===== src/rtl/ha_serial_adder_ctrl.sv =====
// ha_serial_adder_ctrl: bit-serial adder that reuses one full-adder cell,
// built from two half-adder stages and an OR, once per clock over WIDTH
// cycles. Operands are captured on an accepted start in IDLE. The result
// shifts into sum from the MSB end. A one-cycle done pulse marks the final
// result, and cout holds the final carry.
//
// Optional build macro HA_SERIAL_SUB_EN adds a 'sub' input. When sub=1, the
// block computes a-b mod 2^WIDTH, and cout=1 means there was no borrow.
// Timing is the same with or without this macro.
module ha_serial_adder_ctrl #(
  parameter int WIDTH = 8,
  localparam int CNT_W = $clog2(WIDTH + 1)
) (
  input  logic             clk,
  input  logic             rst_n,
  input  logic             start,
  input  logic [WIDTH-1:0] a,
  input  logic [WIDTH-1:0] b,
`ifdef HA_SERIAL_SUB_EN
  input  logic             sub,
`endif
  output logic             busy,
  output logic             done,
  output logic [WIDTH-1:0] sum,
  output logic             cout
);

  typedef enum logic [1:0] {
    IDLE = 2'd0,
    RUN  = 2'd1,
    DONE = 2'd2
  } state_t;

  localparam logic [CNT_W-1:0] LAST_CNT = CNT_W'(WIDTH - 1);

  state_t           state;
  logic [WIDTH-1:0] sh_a;
  logic [WIDTH-1:0] sh_b;
  logic             carry;
  logic [CNT_W-1:0] cnt;

  // Operand bit that enters the cell; for subtraction it is inverted.
  logic             bit_b;
`ifdef HA_SERIAL_SUB_EN
  logic             sub_q;
  assign bit_b = sub_q ? ~sh_b[0] : sh_b[0];
`else
  assign bit_b = sh_b[0];
`endif

  // Full-adder cell: half adder on the operand bits, a second half adder
  // with the running carry, and an OR of the two partial carries.
  logic s1, c1, s, c2, carry_next;
  assign s1         = sh_a[0] ^ bit_b;
  assign c1         = sh_a[0] & bit_b;
  assign s          = s1 ^ carry;
  assign c2         = s1 & carry;
  assign carry_next = c1 | c2;

  // The new sum bit goes in at the MSB. A one-bit result has nothing to shift.
  logic [WIDTH-1:0] sum_shift;
  generate
    if (WIDTH == 1) begin : g_w1
      assign sum_shift = s;
    end else begin : g_wn
      assign sum_shift = {s, sum[WIDTH-1:1]};
    end
  endgenerate

  // Control FSM and datapath registers; all outputs are registered.
  always_ff @(posedge clk or negedge rst_n) begin
    if (!rst_n) begin
      state <= IDLE;
      busy  <= 1'b0;
      done  <= 1'b0;
      sum   <= '0;
      cout  <= 1'b0;
      sh_a  <= '0;
      sh_b  <= '0;
      carry <= 1'b0;
      cnt   <= '0;
`ifdef HA_SERIAL_SUB_EN
      sub_q <= 1'b0;
`endif
    end else begin
      case (state)
        IDLE: begin
          done <= 1'b0;
          if (start) begin
            sh_a  <= a;
            sh_b  <= b;
            cnt   <= '0;
            busy  <= 1'b1;
            state <= RUN;
`ifdef HA_SERIAL_SUB_EN
            sub_q <= sub;
            // Subtraction adds a plus the inverse of b plus one; the "+1"
            // comes from starting with the carry already set.
            carry <= sub;
`else
            carry <= 1'b0;
`endif
          end
        end
        RUN: begin
          carry <= carry_next;
          sum   <= sum_shift;
          sh_a  <= sh_a >> 1;
          sh_b  <= sh_b >> 1;
          cnt   <= cnt + CNT_W'(1);
          if (cnt == LAST_CNT) begin
            state <= DONE;
            done  <= 1'b1;
            cout  <= carry_next;
          end
        end
        DONE: begin
          // A start that arrives here is ignored. Only IDLE samples start.
          done  <= 1'b0;
          busy  <= 1'b0;
          state <= IDLE;
        end
        default: begin
          done  <= 1'b0;
          busy  <= 1'b0;
          state <= IDLE;
        end
      endcase
    end
  end

endmodule


===== config.mk =====
export PLATFORM = sky130hd
export DESIGN_NAME = ha_serial_adder_ctrl
export DESIGN_NICKNAME = d
export VERILOG_FILES = /design/src/rtl/ha_serial_adder_ctrl.sv
export SDC_FILE = /design/constraint.sdc
export NUM_CORES = 1
export LEC_CHECK = 0
export BUFFER_PORTS_ARGS = -buffer_cell sky130_fd_sc_hd__clkbuf_2
export CAP_MARGIN = 20
export CORE_MARGIN = 2
export CORE_UTILIZATION = 48
export CTS_CLUSTER_SIZE = 8
export DETAILED_ROUTE_END_ITERATION = 10
export PLACE_DENSITY = 0.76
export SYNTH_ARGS = -nofsm -noshare
export SYNTH_HDL_FRONTEND = slang
export SYNTH_SLANG_ARGS = --single-unit
export TNS_END_PERCENT = 5

===== constraint.sdc =====
create_clock -name clk -period 1.32 [get_ports clk]
set_input_delay 0.066 -clock clk [delete_from_list [all_inputs] [get_ports clk]]
set_output_delay 0.066 -clock clk [all_outputs]
set_load 0.01 [all_outputs]

; After elaboration in Yosys (flattened, before gate mapping)
; Index checks and enable logic that the tools add are counted.
[totals]
register_bits = 34
out_inout_bits = 11
wordCells = 41
[op_classes]
reduce_logical = 6
n_mux = 15
eq_ne = 4
add_sub_neg = 1
bitwise_logic = 6
[op_table]
columns = operator, n
row1 = case mux 8 bit (2 select lines), 2
row2 = 2-to-1 mux 8 bit, 2
row3 = case mux 4 bit (2 select lines), 1
row4 = AND reduction 2 bit, 4
row5 = "adder 4 x 1 -> 4 bit, second input constant", 1
row6 = "== test 4 x 3 -> 1 bit, second input constant", 1
row7 = 2-to-1 mux 1 bit, 4
row8 = 2-to-1 mux 2 bit, 2
row9 = 2-to-1 mux 4 bit, 1
row10 = "!= test 2 bit, second input constant", 2
row11 = case mux 1 bit (2 select lines), 2
row12 = case mux 2 bit (2 select lines), 1
row13 = bitwise AND 1 bit, 2
row14 = "== test 2 x 1 -> 1 bit, second input constant", 1
row15 = zero test 2 bit, 1
row16 = nonzero test 2 bit, 1
row17 = XOR 1 bit, 2
row18 = NOT 1 bit, 1
row19 = OR 1 bit, 1

; Logic depth before layout (Yosys ltp)
[depth]
depth_word = 4
ltp_mapped = 4
mapped_depth_nobuf = 4

; Least setup slack after synthesis
; No wires, ideal clock.
[synth_timing]
path_type = register to register
start = register cnt[0]
end = register cout
period_less_slack_ps = 1230
required_ps = 1195
stages_incl_launch_ff = 5
path_buffers = 0
slack_ps = 90
arrival_time_ps = 1105
setup_ps = 125
path_cell_list = dfrtp_1 ha_1 nand2_1 nor3_2 mux2_2
[synth_via]
elab_chain_len = 2
[synth_rtl]
columns = element, line
row1 = from (decl), 40  ; logic [CNT_W-1:0] cnt;
row2 = from (signal assigned), 110  ; cnt <= cnt + CNT_W'(1);
row3 = == test 4 x 3 -> 1 bit, 111  ; if (cnt == LAST_CNT) begin
row4 = AND reduction 2 bit (no line), n/a
row5 = to (signal assigned), 114  ; cout <= carry_next;
row6 = to (decl), 25  ; output logic cout
; No other way between the ends.
; A chain may end at the register's enable or synchronous reset.

; Final worst setup path
[layout_timing]
start = register state[1]
end = register cout
[layout_via]
elab_chain_len = 2
[layout_rtl]
columns = element, line
row1 = from (decl), 36  ; state_t state;
row2 = from (signal assigned), 73  ; state <= IDLE;
row3 = from (signal assigned), 94  ; state <= RUN;
row4 = from (signal assigned), 112  ; state <= DONE;
row5 = == test 2 x 1 -> 1 bit, 86  ; case (state)
row6 = AND reduction 2 bit (no line), n/a
; No other way between the ends.

==> out/qor.csv <==
metric;value;unit
drtIter0Drc;61;
worstPathMaxFanout;7;
cpMaxStageDelayCell;dfrtp_2;
layout_setup_ws;0.00539;ns
antenna_cells;0;
rsz0062_at_grt;yes;
grt_pass1_vias;1275;
finalSetupViolCount;0;
viasPerCell;5.38;
dieHeight;60.8;um
p_comb_share;42.1;%
hold_violations;0;
critPathArrivalTime;1.55;ns
startpoint_type;register;
min_period;1.31;ns
antenna_left;0;
syn_avg_cell_area;10.0;um2
syn_inst;154;
fp.dieW;60.8;um
nFillCells;273;
period_share;99.6;%
clk_pin_slew;0.11;ns
setup-tns-final;0;ns
synth_top_area_share;55.0;%
synth_area_leaders;dfrtp_1 (55%), nand2_1 (7.5%), a22oi_1 (7.3%), o21ai_0 (5.2%), a21oi_1 (4.5%);
port_buffers;29;
hold_ws;0.00381;ns
start_util;50.7;%
grt_pass1_wl;5750;um
vias;1303;
sw_frac_of_total;39.2;%
required;1.55;ns
finalMaxSlewViolations;0;
gp_congestion;0.759;
dp_worst_setup_slack;0.0111;ns
min_path_type;input port to register;
drive_above_1_share;29.8;%
syn_to_final_growth;23.8;%
wirelength;3410;um
cts_root_buffer;clkbuf_4;
ys_types;23;
synth_seq_cells;34;
cts_max_path_buffers;2;
regArea;853;um2
tightestPinTransition;0.436;ns
gr-total-overflow;0;
endpoint_kind;register;
core;3050;um2
clkPwrFrac;14.9;%
yosysSeqAreaShare;55.0;%
maxCapViolations;0;
die-area;3690;um2
wire_per_inst;14.1;um
leakagePower;0.936;nW
final_cell_area;1910;um2
ir_worst_vdd;1.14;mV
cts_tree;done;
power.internal;0.00252;W
ios;30;
drc;0;
htreeDepth;2;
seqPwrFrac;43.0;%
synth_top_cell_by_area;dfrtp_1;
post_dp_cell_area;1800;um2
ys.warnings.count;0;
status;completed;
critPathMaxStageDelay;0.46;ns
track_usage;21.4;%
cts_made_buffers;5;
cts_sinks;34;
fin_nets;218;
multi_input_area;659;um2
critPathKind;register to register;
fmax;761;MHz
crit_buf_inv;0;
clk_latency;0.34;ns
cp_top_family;flip-flops;
pwr_density_cell;2170;nW/um2
rows;20;
dr.pass1.iters;4;
synth_nets;175;
relSlewSlack;70.9;%
power_switching;0.00163;W
antenna_found_initial;0;
skew;0.00847;ns
syn_area;1550;um2
dp_hpwl;2390;um
cp_cell_sequence;nand2b_1 > nor3_2 > mux2_2;
grt_start_max_net_pins;35;
placed cells by master (no fill, tap or decap), drive strengths merged:
cell type	instances
and2	1
dlygate4sd3	2
clkinv	1
mux2	2
o31ai	1
nand3	1
buf	14
nand2	31
clkinvlp	1
ha	1
nor3	1
o21a	1
clkbuf	35
and2b	6
o21ai	17
nor2	4
a21oi	14
fa	1
a22o	3
o21bai	1
nand2b	1
a22oi	15
dfrtp	34
nor2b	10
timing repair:
item	4_1_cts	5_1_grt
resized for setup	0	4
pin swaps	0	1
setup buffers	1	1
hold buffers	2	0
endpoints found under the setup margin	1	8
endpoints found under the hold margin	35	0
power by group through the flow:
stage / combinational (W) / sequential, W / clock, W
after global routing: 0.00198 / 0.00184 / 0.000686
after global placement: 0.00161 / 0.00176 / 0
after CTS: 0.00174 / 0.00177 / 0.000630
after detailed placement: 0.00170 / 0.00179 / 0
after floorplan: 0.00106 / 0.00178 / 0
final: 0.00175 / 0.00179 / 0.000618
stage by stage:
stage	total power (W)	utilization, %	instances
2_1_floorplan	0.00284	-	154
3_3_place_gp	0.00336	59.1	230
3_5_place_dp	0.00350	59.1	230
4_1_cts	0.00414	62.0	241
5_1_grt	0.00451	62.7	242
6_report	0.00415	62.7	242
area by class of cell:
cell class                      count  area share (%)
Sequential cell                    34            44.6
Clock buffer                        6            2.68
Tap cell                           44            2.88
Multi-Input combinational cell    111            34.4
Timing Repair Buffer               45            14.8
Clock inverter                      2           0.654
final timing paths:
check	endpoint	cells past startpoint	slack, ns	startpoint
max	cout$_DFFE_PN0P_	3	0.005	state[1]$_DFFE_PN0P_
min	sh_b[0]$_DFFE_PN0P_	3	0.004	b[0]
max reg2reg	cout$_DFFE_PN0P_	3	0.005	state[1]$_DFFE_PN0P_
min reg2reg	sum[0]$_DFFE_PN0P_	2	0.49	sum[0]$_DFFE_PN0P_
max in group asynchronous	state[0]$_DFFE_PN0P_	3	0.71	rst_n
min in group asynchronous	state[1]$_DFFE_PN0P_	3	0.28	rst_n
worst register-to-register path: stages (launching register included):
cell and delay [ns]:
dfrtp_2 0.46, nand2b_1 0.18, nor3_2 0.21, mux2_2 0.35
cells in the mapped netlist, drive strengths merged:
| master | count |
|---|---|
| dfrtp | 34 |
| nand2 | 31 |
| o21ai | 17 |
| a22oi | 15 |
| a21oi | 14 |
| nor2b | 10 |
| and2b | 6 |
| buf | 6 |
| nor2 | 4 |
| a22o | 3 |
| clkbuf | 3 |
| mux2 | 2 |
| and2 | 1 |
| fa | 1 |
| ha | 1 |
| nand2b | 1 |
| nand3 | 1 |
| nor3 | 1 |
| o21a | 1 |
| o21bai | 1 |
| o31ai | 1 |
flip-flops by register name, summed over array words and instances, names as in the netlist:
| signal | flops |
|---|---|
| sh_a | 8 |
| sum | 8 |
| state | 2 |
| busy | 1 |
| sh_b | 8 |
| cnt | 4 |
| done | 1 |
| carry | 1 |
| cout | 1 |
logic make-up after synthesis:
logic type | count (synthesis) | synth area share [%]
simple gates | 55 | 17.2
compound gates | 52 | 21.2
flops | 34 | 55.0
buf+inv | 9 | 2.99
mux | 2 | 1.46
fa+ha+maj | 2 | 2.10
metal layers:
metal | up-vias | GRT usage (%) | share of wire (%)
li1 | 620 | - | -
met1 | 638 | 24.8 | 43
met2 | 39 | 38.2 | 50
met3 | 6 | 6.61 | 5.2
met4 | 0 | 5.59 | 1.1
met5 | - | 0 | 0
Power figures use the tool's default switching activity.
